<file path="src/rtl/stopwatch_ctrl.sv">
// stopwatch_ctrl: button synchronisers, IDLE/RUN/PAUSE control FSM and a
// prescaler producing a one-cycle sec_tick for the downstream seconds
// counter, plus a one-cycle cnt_clear request. All outputs are registered.
//
// Handshake note: this block has no valid/ready interfaces. Button inputs are
// raw levels, and the outputs are single-cycle pulses or levels that the
// counter samples on every rising edge.
module stopwatch_ctrl #(
  parameter int TICKS_PER_SEC = 100000000
) (
  input  logic       clk,
  input  logic       reset,
  input  logic       start_btn,
  input  logic       stop_btn,
  input  logic       clear_btn,
  output logic       sec_tick,
  output logic       cnt_clear,
  output logic       running,
  output logic       paused,
  output logic [1:0] state_dbg
);

  localparam int PW = $clog2(TICKS_PER_SEC);
  localparam logic [PW-1:0] PRESC_TOP = PW'(TICKS_PER_SEC - 1);

  typedef enum logic [1:0] {
    S_IDLE  = 2'd0,
    S_RUN   = 2'd1,
    S_PAUSE = 2'd2
  } state_t;

  // Button vectors are ordered {clear, stop, start}.
  logic [2:0]    btn_s1;
  logic [2:0]    btn_s2;
  logic [2:0]    btn_prev;
  logic [1:0]    fill_cnt;
  logic [2:0]    btn_rise;
  logic          ev_clear;
  logic          ev_stop;
  logic          ev_start;
  state_t        state;
  logic [PW-1:0] presc;

  // Two-flop synchroniser plus previous-value register for edge detection.
  // The synchroniser restarts from zero after reset, so prev is forced high
  // until both stages hold real samples; otherwise the pipeline filling with
  // a held button would look like a fresh press. A press first sampled in
  // the first cycle after reset is treated the same as one held through it.
  always_ff @(posedge clk) begin
    if (reset) begin
      btn_s1   <= '0;
      btn_s2   <= '0;
      btn_prev <= '1;
      fill_cnt <= '0;
    end else begin
      btn_s1 <= {clear_btn, stop_btn, start_btn};
      btn_s2 <= btn_s1;
      if (fill_cnt == 2'd2) begin
        btn_prev <= btn_s2;
      end else begin
        btn_prev <= '1;
        fill_cnt <= fill_cnt + 2'd1;
      end
    end
  end

  // Rising-edge events with fixed priority clear > stop > start. A lower
  // event is dropped whenever a higher one is present, even if the higher
  // one is then ignored by the current state.
  assign btn_rise = btn_s2 & ~btn_prev;
  assign ev_clear = btn_rise[2];
  assign ev_stop  = btn_rise[1] & ~btn_rise[2];
  assign ev_start = btn_rise[0] & ~btn_rise[1] & ~btn_rise[2];

  // Control FSM, prescaler and all registered outputs.
  always_ff @(posedge clk) begin
    if (reset) begin
      state     <= S_IDLE;
      presc     <= '0;
      sec_tick  <= 1'b0;
      cnt_clear <= 1'b0;
      running   <= 1'b0;
      paused    <= 1'b0;
    end else begin
      sec_tick  <= 1'b0;
      cnt_clear <= 1'b0;
      case (state)
        S_IDLE: begin
          if (ev_clear) begin
            cnt_clear <= 1'b1;
            presc     <= '0;
          end else if (ev_start) begin
            state   <= S_RUN;
            presc   <= '0;
            running <= 1'b1;
            paused  <= 1'b0;
          end
        end
        S_RUN: begin
          if (ev_clear) begin
            state     <= S_IDLE;
            cnt_clear <= 1'b1;
            presc     <= '0;
            running   <= 1'b0;
            paused    <= 1'b0;
          end else if (ev_stop) begin
            // Prescaler holds, so a resume finishes the interrupted second.
            state   <= S_PAUSE;
            running <= 1'b0;
            paused  <= 1'b1;
          end else if (presc == PRESC_TOP) begin
            presc    <= '0;
            sec_tick <= 1'b1;
          end else begin
            presc <= presc + 1'b1;
          end
        end
        S_PAUSE: begin
          if (ev_clear) begin
            state     <= S_IDLE;
            cnt_clear <= 1'b1;
            presc     <= '0;
            running   <= 1'b0;
            paused    <= 1'b0;
          end else if (ev_start) begin
            state   <= S_RUN;
            running <= 1'b1;
            paused  <= 1'b0;
          end
        end
        default: begin
          state   <= S_IDLE;
          presc   <= '0;
          running <= 1'b0;
          paused  <= 1'b0;
        end
      endcase
    end
  end

  assign state_dbg = state;

endmodule
</file>
<file path="config.mk">
export PLATFORM = sky130hd
export DESIGN_NAME = stopwatch_ctrl
export DESIGN_NICKNAME = d
export VERILOG_FILES = /design/src/rtl/stopwatch_ctrl.sv
export SDC_FILE = /design/constraint.sdc
export NUM_CORES = 1
export LEC_CHECK = 0
export BUFFER_PORTS_ARGS = -buffer_cell sky130_fd_sc_hd__buf_2
export CORE_MARGIN = 2
export CORE_UTILIZATION = 60
export CTS_BUF_LIST = sky130_fd_sc_hd__clkbuf_4 sky130_fd_sc_hd__clkbuf_8
export DETAILED_ROUTE_END_ITERATION = 8
export PLACE_DENSITY = 0.77
export SYNTH_ARGS = -nofsm -noshare
export SYNTH_HDL_FRONTEND = slang
export SYNTH_SLANG_ARGS = --single-unit
</file>
<file path="constraint.sdc">
create_clock -name clk -period 2.5 [get_ports clk]
set_input_delay 0.75 -clock clk [delete_from_list [all_inputs] [get_ports clk]]
set_output_delay 0.75 -clock clk [all_outputs]
set_load 0.1 [all_outputs]
</file>
Yosys cells after proc, flatten, opt, wreduce, memory -nomap -nowiden
Cells that the tools add are included.
{"block": "classes", "n_addsub": 2, "n_reduce_logical": 7, "muxes": 27, "n_eq_ne": 9, "bitwise_logic": 10}
{"cell": "$mux W27", "n": 6}
{"cell": "$pmux W27 S3", "n": 1}
{"cell": "$add A27 B1 Y27 const B", "n": 1}
{"cell": "$eq A27 B27 Y1 const B", "n": 1}
{"cell": "$mux W1", "n": 12}
{"cell": "$mux W2", "n": 5}
{"cell": "$ne A3 B3 Y1 const B", "n": 3}
{"cell": "$pmux W1 S3", "n": 2}
{"cell": "$pmux W2 S3", "n": 1}
{"cell": "$not A1 Y1", "n": 5}
{"cell": "$eq A2 B2 Y1 const B", "n": 2}
{"cell": "$ne A2 B2 Y1 const B", "n": 2}
{"cell": "$reduce_or A2 Y1", "n": 2}
{"cell": "$reduce_or A4 Y1", "n": 1}
{"cell": "$and A1 B1 Y1", "n": 3}
{"cell": "$and A3 B3 Y3", "n": 1}
{"cell": "$not A3 Y3", "n": 1}
{"cell": "$reduce_and A3 Y1", "n": 1}
{"cell": "$reduce_or A3 Y1", "n": 1}
{"cell": "$add A2 B1 Y2 const B", "n": 1}
{"cell": "$eq A2 B1 Y1 const B", "n": 1}
{"cell": "$logic_not A2 Y1", "n": 1}
{"cell": "$reduce_and A2 Y1", "n": 1}
{"block": "totals", "register_bits": 44, "output_inout_bits": 6, "inputBits": 5, "elab_cells": 65}

Longest topological paths before layout
Gate-level depths: netlist (run 1).
{"block": "depth", "depth_word": 8, "depth_mapped": 7}

Worst setup path before layout (run 1)
No wires, ideal clock.
{"block": "synth_timing", "kind": "register to register", "from": "reg state[0] (netlist: state_dbg[0])", "to": "reg presc[0]", "path_buffers": 2, "required_ps": 2441, "stages_incl_launch_ff": 7, "path_slack_ps": 64, "period_less_slack_ps": 2436, "arrival_time_ps": 2377, "setup_ps": 59, "cell_sequence": "dfxtp_1 > buf_2 > or2b_2 > nor3_1 > and3_1 > buf_6 > mux2_2"}
{"block": "synth_via", "elab_chain_len": 3, "word_cells_on_any_way": 8}
{"element": "from (decl)", "line_no": "41", "source": "state_t state;"}
{"element": "from (signal assigned)", "line_no": "78", "source": "state <= S_IDLE;"}
{"element": "from (signal assigned)", "line_no": "93", "source": "state <= S_RUN;"}
{"element": "from (signal assigned)", "line_no": "101", "source": "state <= S_IDLE;"}
{"element": "$eq A2 B1 Y1 (tied with other cells)", "line_no": "87", "source": "case (state)"}
{"element": "$ne A3 B3 Y1 (no line) / $ne A2 B2 Y1 (equally long branches)"}
{"element": "$reduce_and A3 Y1 (no line)"}
{"element": "to (signal assigned)", "line_no": "115", "source": "presc <= presc + 1'b1;"}
{"element": "to (decl)", "line_no": "42", "source": "logic [PW-1:0] presc;"}
Parallel ways exist; a longest one is shown, timed or not.
A chain may end at the register's enable or synchronous reset.

Worst setup path after layout (run 1)
{"block": "layout_timing", "from": "reg state[1] (netlist: state_dbg[1])", "to": "reg presc[0]"}
Same word-level chain as after synthesis.

==> results.py, run 1 <==
metrics = {
    "global_routing": {
        "antenna_found_initial": 0,
        "grt_pass1_wl_mm": 7.10,
        "grt_usage_pct": 22.6,
        "grt_max_degree": 23,
        "grt_pass1_vias": 1556,
        "overflow": 0,
    },
    "cts": {
        "clkSlewWorstSetupHoldPaths_ps": 120,
        "root_buffer": "clkbuf_4",
        "postCtsHoldBufs": 0,
        "htreeDepth": 2,
        "cts_resized": 0,
        "cts_made_buffers": 5,
        "clk_latency_ps": 370,
        "cts_tree": "built",
        "clock-sinks": 44,
        "post_cts_buffers": 0,
        "clk_path_buf_depth": 2,
    },
    "sta": {
        "fin_crit_ps": 2180,
        "finalSetupViolations": 0,
        "final_hold_viol_count": 0,
        "fmax_mhz": 460,
        "finalCritPeriodShare_pct": 87.0,
        "final.setup.tns_ps": 0,
        "clock_skew_ps": 3.11,
        "slew_headroom_pct": 50.3,
        "rsz0062_at_grt": "false",
        "worst_pin_slew_ps": 746,
        "slew_violations": 0,
    },
    "floorplan": {
        "die_h_microns": 63.6,
        "row_count": 21,
        "core_area_sq_um": 3360,
        "die_width_microns": 63.6,
        "die-area_sq_um": 4050,
        "num_io_pins": 11,
        "initial_core_util_pct": 63.4,
    },
    "synthesis": {
        "netlist_instances": 239,
        "syn_nets": 246,
        "synth_flop_cell": "dfxtp_1",
        "synth.avg_cell_area_sq_um": 8.92,
        "yosys.area.top_type": "dfxtp_1",
        "synthesis.area_sq_um": 2130,
        "yosysSeqAreaShare_pct": 41.3,
        "synth-seq-cells": 44,
        "synth_edf_count": 0,
        "synthArstFlopShare_pct": 0,
        "ys_types": 50,
        "synth_area_leaders": "dfxtp_1 (41%), xnor2_1 (6.6%), nor2_1 (5.5%)",
        "yosysTopAreaCellShare_pct": 41.3,
        "yosys_warnings": 0,
    },
    "cells_and_area": {
        "register_area_sq_um": 881,
        "drive_gt1_share_pct": 15.1,
        "multi_input_area_sq_um": 1160,
        "finish.utilization_pct": 67.8,
        "n_antenna_cell": 0,
        "n_fill_cell": 310,
        "nets": 252,
        "area_delta_synth_final_pct": 6.93,
        "final_cells": 291,
    },
    "critical_path": {
        "crit_required_ps": 2770,
        "cp_slowest_stage_delay_ps": 590,
        "slowest_stage": "o22ai_2",
        "ff2ff_path_depth": 5,
        "crit_cells": 5,
        "end_kind": "flop",
        "critPathTopFamily": "simple AND/OR/NAND/NOR gates",
        "crit_path_max_fanout": 19,
        "crit_arrival_ps": 2440,
        "critPathKind": "reg2reg",
        "startpoint_type": "flop",
        "cp_num_buf_inv": 0,
        "path_cells": "nor3b_2 > o22ai_2 > nand2_1 > and3_1 > mux2_2",
    },
    "min_path": {
        "whs_path_depth": 1,
        "hold_path_class": "reg2reg",
    },
    "route": {
        "viasPerCell": 5.87,
        "drcViolationCount": 0,
        "drtAntennaViolNets": 0,
        "drt-pass1-iter-count": 5,
        "via_count": 1707,
        "wl_per_cell_microns": 13.7,
        "drt_iter0_drc": 167,
        "drt-total-wl_mm": 4.00,
    },
    "power_and_ir_drop": {
        "p_per_area_nw_per_um2": 615,
        "power.leakage_nw": 0.777,
        "irDropWorstVdd_v": 0.000497,
        "power_mw": 1.40,
    },
    "placement": {
        "port_buffers": 10,
        "detailed_place_hpwl_mm": 2.72,
        "dp_cells": 284,
        "gp_congestion": 0.907,
    },
    "status": {
        "outcome": "complete, no violations",
    },
    "flow_run": {
        "maxCapViolCount": 0,
    },
}
report_power, final:
group	switching (mW)	internal [mW]	leakage [nW]	total, mW
Clock	0.224	0.306	0.0513	0.530
Combinational	0.0760	0.0487	0.369	0.125
Sequential	0.0150	0.732	0.356	0.747
Total	0.316	1.09	0.777	1.40
worst paths after layout:
| check | from | slack (ps) | end |
|---|---|---|---|
| worst max register to register | state_dbg[1] | 320 | presc[0] |
| worst max-delay path | state_dbg[1] | 320 | presc[0] |
| worst min-delay path | btn_s1[1] | 460 | btn_s2[1] |
| worst min register to register | btn_s1[1] | 460 | btn_s2[1] |
final cells by class:
type                    instances  area share, %
flip-flops and latches         44           38.6
clock buffers                   5           1.65
well taps                      46           2.52
multi-input cells             176           50.7
clock inverters                 2           2.63
inverters                       6          0.988
repair buffers                 12           2.85
cells in the mapped netlist (2+ instances only):
cell type,n
a31oi_1,3
xnor2_1,16
buf_2,4
nor2b_1,10
o2bb2ai_1,2
clkbuf_1,6
nand2b_1,7
nor3_1,7
xor2_1,3
a21oi_1,7
a211oi_1,6
and3_1,3
or3_1,2
a2111oi_0,8
nand4_1,7
inv_1,6
o31ai_1,2
and4_1,3
o21ai_0,4
nor2_1,31
or2b_2,2
ha_1,2
nand3_1,7
dfxtp_1,44
buf_6,2
nand2_1,17
a22o_2,3
nor4_1,3
logic make-up (layout without fill, tap and decap cells):
logic type      count (synthesis)  count (layout)  share of synthesized area, %
flops                          44              44                          41.3
simple gates                  111             111                          28.9
xor+xnor                       19              19                          7.81
buf+inv                        19              25                          4.46
compound gates                 43              43                          15.8
mux                             1               1                         0.528
fa+ha+maj                       2               2                          1.17
metrics by stage:
step	instance area, sq um	worst slack [ps]	hold slack, ps
finish	2280	325	456
global route	2280	184	472
CTS	2280	341	458
detailed placement	2180	386	429
global placement	2180	360	418
floorplan	2130	64.2	414
cell usage in the layout, fill, tap and decap left out, types with 8 or more instances in the layout:
cell type,count
dfxtp_1,44
a2111oi_0,8
nor2b_1,10
nor2_1,31
buf_2,10
nand2_1,17
xnor2_1,16
flip-flops by register name (all words and copies together) (netlist names):
register / cells
presc: 27
btn_prev: 3
btn_s1: 3
btn_s2: 3
fill_cnt: 2
state_dbg: 2
cnt_clear: 1
paused: 1
running: 1
sec_tick: 1
per-layer routing:
metal,up-vias,wire length [microns],track usage (%)
met4,0,66,7.07
met5,-,0,0
met3,12,185,7.68
li1,867,-,-
met1,794,2020,31.4
met2,34,1730,33.0
Note: power is estimated with default switching activity, not from simulation.
==> inputs of run 2 (changes only) <==
--- a/config.mk
+++ b/config.mk
@@ -10,6 +10,7 @@
 export CORE_UTILIZATION = 60
 export CTS_BUF_LIST = sky130_fd_sc_hd__clkbuf_4 sky130_fd_sc_hd__clkbuf_8
 export DETAILED_ROUTE_END_ITERATION = 8
+export GPL_TIMING_DRIVEN = 0
 export PLACE_DENSITY = 0.77
 export SYNTH_ARGS = -nofsm -noshare
 export SYNTH_HDL_FRONTEND = slang
==> results.py, run 2 (synthesized netlist as in run 1, its figures left out) <==
metrics = {
    "global_routing": {
        "grt_usage_pct": 23.5,
        "grt_max_degree": 16,
        "antenna_found_initial": 0,
        "grt_pass1_wl_mm": 7.46,
        "overflow": 0,
        "grt_pass1_vias": 1677,
    },
    "placement": {
        "port_buffers": 9,
        "gp_congestion": 0.893,
        "dp_cells": 294,
        "detailed_place_hpwl_mm": 3.04,
        "place_area_sq_um": 2230,
        "place_ws_ps": 432,
    },
    "sta": {
        "finalSetupViolations": 0,
        "final.setup.tns_ps": 0,
        "slew_headroom_pct": 56.9,
        "slew_violations": 0,
        "fin_ws_ps": 387,
        "worst_pin_slew_ps": 642,
        "clock_skew_ps": 11.0,
        "rsz0062_at_grt": "false",
        "finalCritPeriodShare_pct": 84.5,
        "fmax_mhz": 473,
        "final_hold_viol_count": 0,
        "fin_crit_ps": 2110,
    },
    "route": {
        "drt-total-wl_mm": 4.16,
        "drcViolationCount": 0,
        "drtAntennaViolNets": 0,
        "viasPerCell": 5.90,
        "drt-pass1-iter-count": 4,
        "drt_iter0_drc": 125,
        "via_count": 1781,
        "wl_per_cell_microns": 13.8,
    },
    "cells_and_area": {
        "drive_gt1_share_pct": 16.4,
        "top_register": "presc",
        "n_antenna_cell": 0,
        "fin_area_sq_um": 2300,
        "final_cell_mix": "dfxtp_1 (44), nor2_1 (31), nand2_1 (17), xnor2_1 (16), buf_2 (13)",
        "final_cells": 302,
        "largest_reg_flops": 27,
        "register_area_sq_um": 881,
        "area_delta_synth_final_pct": 7.69,
        "multi_input_area_sq_um": 1160,
        "nets": 262,
        "layout_commonest_cell": "dfxtp_1",
        "n_fill_cell": 293,
        "finish.utilization_pct": 68.3,
    },
    "critical_path": {
        "crit_required_ps": 2780,
        "r2r-start": "presc[14]",
        "startpoint_type": "flop",
        "end_kind": "flop",
        "crit_start": "presc[14]",
        "crit_arrival_ps": 2390,
        "critPathKind": "reg2reg",
        "crit_path_max_fanout": 6,
    },
    "cts": {
        "clkSlewWorstSetupHoldPaths_ps": 130,
        "cts_tree": "built",
        "htreeDepth": 2,
        "clk_path_buf_depth": 2,
        "cts_resized": 0,
        "clock-sinks": 44,
        "cts_made_buffers": 5,
        "postCtsHoldBufs": 0,
        "post_cts_buffers": 0,
        "root_buffer": "clkbuf_4",
        "clk_latency_ps": 370,
    },
    "floorplan": {
        "die_h_microns": 63.6,
        "core_area_sq_um": 3360,
        "die_width_microns": 63.6,
        "num_io_pins": 11,
        "die-area_sq_um": 4050,
        "row_count": 21,
        "initial_core_util_pct": 63.4,
    },
    "power_and_ir_drop": {
        "irDropWorstVdd_v": 0.000485,
        "p_per_area_nw_per_um2": 538,
        "power.leakage_nw": 0.782,
    },
    "status": {
        "outcome": "complete, no violations",
    },
    "min_path": {
        "hold_start": "btn_s1[1]",
        "hold_path_class": "reg2reg",
    },
    "flow_run": {
        "maxCapViolCount": 0,
    },
}
==> run 2: cell types whose count changed in the layout (fill, tap and decap cells not counted), sizes merged <==
cell and change:
clkbuf +6, clkinvlp +2, buf +4, bufinv -2
clkinv +1
==> run 2: report_power, final <==
part	internal [mW]	switching (mW)	leakage, nW	total [mW]
Clock	0.111	0.243	0.0274	0.354
Combinational	0.0518	0.0826	0.398	0.134
Sequential	0.732	0.0157	0.356	0.748
Total	0.895	0.341	0.782	1.24
==> run 2: worst paths after layout <==
kind              slack (ps)  depth (start not counted)        end
setup / recovery         390                          6   presc[0]
hold / removal           460                          1  btn_s2[1]
setup reg to reg         390                          6   presc[0]
hold reg to reg          460                          1  btn_s2[1]
==> run 2: layout make-up <==
class	instances	share of cell area, %
Timing Repair Buffer	9	1.96
Sequential cell	44	38.4
Clock inverter	3	1.04
Buffer	13	3.16
Multi-Input combinational cell	176	50.4
Clock buffer	5	1.63
Inverter	6	0.981
Tap cell	46	2.51
==> run 2: metal layers <==
| metal | track usage [%] | part of all wire [%] | vias up |
|---|---|---|---|
| met5 | 0 | 0 | - |
| met4 | 10.6 | 1.3 | 0 |
| met3 | 6.43 | 4.4 | 4 |
| met2 | 37.2 | 46 | 36 |
| met1 | 29.8 | 48 | 851 |
| li1 | - | - | 890 |
==> run 2: metrics by stage <==
stage | hold slack [ps] | total power, mW
2_1_floorplan | 414 | 0.865
3_3_place_gp | 418 | 0.887
3_5_place_dp | 426 | 0.900
4_1_cts | 457 | 1.25
5_1_grt | 464 | 1.30
6_report | 455 | 1.24
==> run 2: worst max-delay path: stages (launching register included) <==
cell and delay, ps:
dfxtp_1 440, and4_1 310, nand2_1 140, or4_4 560, and3_1 190, buf_6 130, mux2_2 250
==> inputs of run 3 (changes only) <==
--- a/config.mk
+++ b/config.mk
@@ -7,7 +7,7 @@
 export LEC_CHECK = 0
 export BUFFER_PORTS_ARGS = -buffer_cell sky130_fd_sc_hd__buf_2
 export CORE_MARGIN = 2
-export CORE_UTILIZATION = 60
+export CORE_UTILIZATION = 57
 export CTS_BUF_LIST = sky130_fd_sc_hd__clkbuf_4 sky130_fd_sc_hd__clkbuf_8
 export DETAILED_ROUTE_END_ITERATION = 8
 export GPL_TIMING_DRIVEN = 0
==> constraint.sdc (replaced) <==
create_clock -name clk -period 1.8 [get_ports clk]
set_input_delay 0.54 -clock clk [delete_from_list [all_inputs] [get_ports clk]]
set_output_delay 0.54 -clock clk [all_outputs]
set_load 0.1 [all_outputs]
==> results.py, run 3 (synthesized netlist as in run 1, its figures left out) <==
metrics = {
    "cells_and_area": {
        "top_register": "presc",
        "n_fill_cell": 264,
        "layout_commonest_cell": "nor2_1",
        "final_cell_mix": "nor2_1 (31), dfxtp_1 (23), buf_4 (20), xnor2_1 (16), nand2_1 (15)",
        "register_area_sq_um": 932,
        "n_antenna_cell": 0,
        "multi_input_area_sq_um": 1310,
        "nets": 278,
        "area_delta_synth_final_pct": 27.0,
        "largest_reg_flops": 27,
        "fin_area_sq_um": 2710,
        "drive_gt1_share_pct": 37.5,
    },
    "floorplan": {
        "row_count": 22,
        "die-area_sq_um": 4250,
        "initial_core_util_pct": 58.7,
        "core_area_sq_um": 3630,
        "num_io_pins": 11,
        "die_width_microns": 65.2,
        "die_h_microns": 65.2,
    },
    "critical_path": {
        "critPathKind": "reg2reg",
        "crit_required_ps": 1990,
        "crit_path_max_fanout": 10,
        "crit_arrival_ps": 2020,
        "startpoint_type": "flop",
        "end_kind": "flop",
    },
    "cts": {
        "postCtsHoldBufs": 0,
        "cts_made_buffers": 5,
        "cts_tree": "built",
        "clk_path_buf_depth": 2,
        "clkSlewWorstSetupHoldPaths_ps": 80,
        "htreeDepth": 2,
        "clock-sinks": 44,
        "root_buffer": "clkbuf_8",
        "clk_latency_ps": 300,
    },
    "placement": {
        "port_buffers": 9,
        "gp_congestion": 0.856,
        "detailed_place_hpwl_mm": 3.17,
        "place_area_sq_um": 2300,
    },
    "sta": {
        "fmax_mhz": 547,
        "slew_violations": 0,
        "finalSetupViolations": 21,
        "final.setup.tns_ps": -392,
        "clock_skew_ps": 6.13,
        "worst_pin_slew_ps": 515,
        "finalCritPeriodShare_pct": 102,
        "fin_ws_ps": -29.1,
        "rsz0062_at_grt": "true",
        "fin_crit_ps": 1830,
        "final_hold_viol_count": 0,
        "slew_headroom_pct": 65.5,
    },
    "min_path": {
        "hold_path_class": "reg2reg",
    },
    "route": {
        "drt-pass1-iter-count": 4,
        "viasPerCell": 5.91,
        "wl_per_cell_microns": 16.3,
        "drcViolationCount": 0,
        "drt-total-wl_mm": 5.23,
        "drt_iter0_drc": 149,
        "via_count": 1891,
        "drtAntennaViolNets": 0,
    },
    "global_routing": {
        "overflow": 0,
        "grt_pass1_vias": 1860,
        "grt_pass1_wl_mm": 8.58,
        "antenna_found_initial": 0,
        "grt_max_degree": 15,
        "grt_usage_pct": 26.1,
    },
    "status": {
        "outcome": "finished with violations",
        "failed_checks": "setup timing",
    },
    "power_and_ir_drop": {
        "power.leakage_nw": 0.916,
        "irDropWorstVdd_v": 0.000603,
        "p_per_area_nw_per_um2": 735,
    },
    "flow_run": {
        "maxCapViolCount": 0,
    },
}
==> run 3: what timing repair did <==
| item | CTS | global route |
|---|---|---|
| setup buffers | 19 | 1 |
| gates resized for setup | 51 | 9 |
| pin swaps | 15 | 4 |
| endpoints found under the setup margin | 28 | 26 |
==> run 3: cell type report <==
class,instances,area share [%]
Buffer,9,2.77
Clock buffer,5,2.54
Clock inverter,3,1.57
Inverter,6,0.832
Multi-Input combinational cell,176,48.3
Sequential cell,44,34.4
Tap cell,48,2.22
Timing Repair Buffer,29,7.35
==> run 3: critical path, cell delays in order (launching register included) <==
cell and delay [ps]:
dfxtp_1 430, ha_4 210, nand2_2 90, or4_4 520, a21oi_2 230, buf_6 180
nor2_1 60
==> run 3: metrics by stage <==
step	util [%]	setup WS (ps)	hold slack [ps]	power, mW	std cells
floorplan	-	-82.6	414	1.20	239
global placement	63.2	-231	416	1.24	296
detailed placement	63.2	-232	429	1.24	296
CTS	73.5	11.2	444	1.99	319
global route	74.5	-118	452	2.06	320
finish	74.5	-29.1	444	1.99	320
==> run 3: where the power goes <==
group / internal [mW] / leakage, nW / total (mW) / switching, mW
logic: 0.0858 / 0.491 / 0.208 / 0.122
registers: 1.00 / 0.370 / 1.02 / 0.0219
clock network: 0.411 / 0.0541 / 0.759 / 0.348
==> run 3: path summary, 6_finish.rpt <==
path	from	endpoint	slack (ps)	cells after the start
worst max-delay path	presc[1]	presc[16]	-30	6
worst min-delay path	btn_s1[2]	btn_s2[2]	440	1
worst max register to register	presc[1]	presc[16]	-30	6
worst min register to register	btn_s1[2]	btn_s2[2]	440	1
==> run 3: per-layer routing <==
| metal | GRT usage, % | routed length [microns] | vias to the layer above |
|---|---|---|---|
| li1 | - | - | 921 |
| met1 | 32.6 | 2240 | 891 |
| met2 | 43.6 | 2600 | 68 |
| met3 | 4.97 | 298 | 11 |
| met4 | 11.5 | 94 | 0 |
| met5 | 0 | 0 | - |
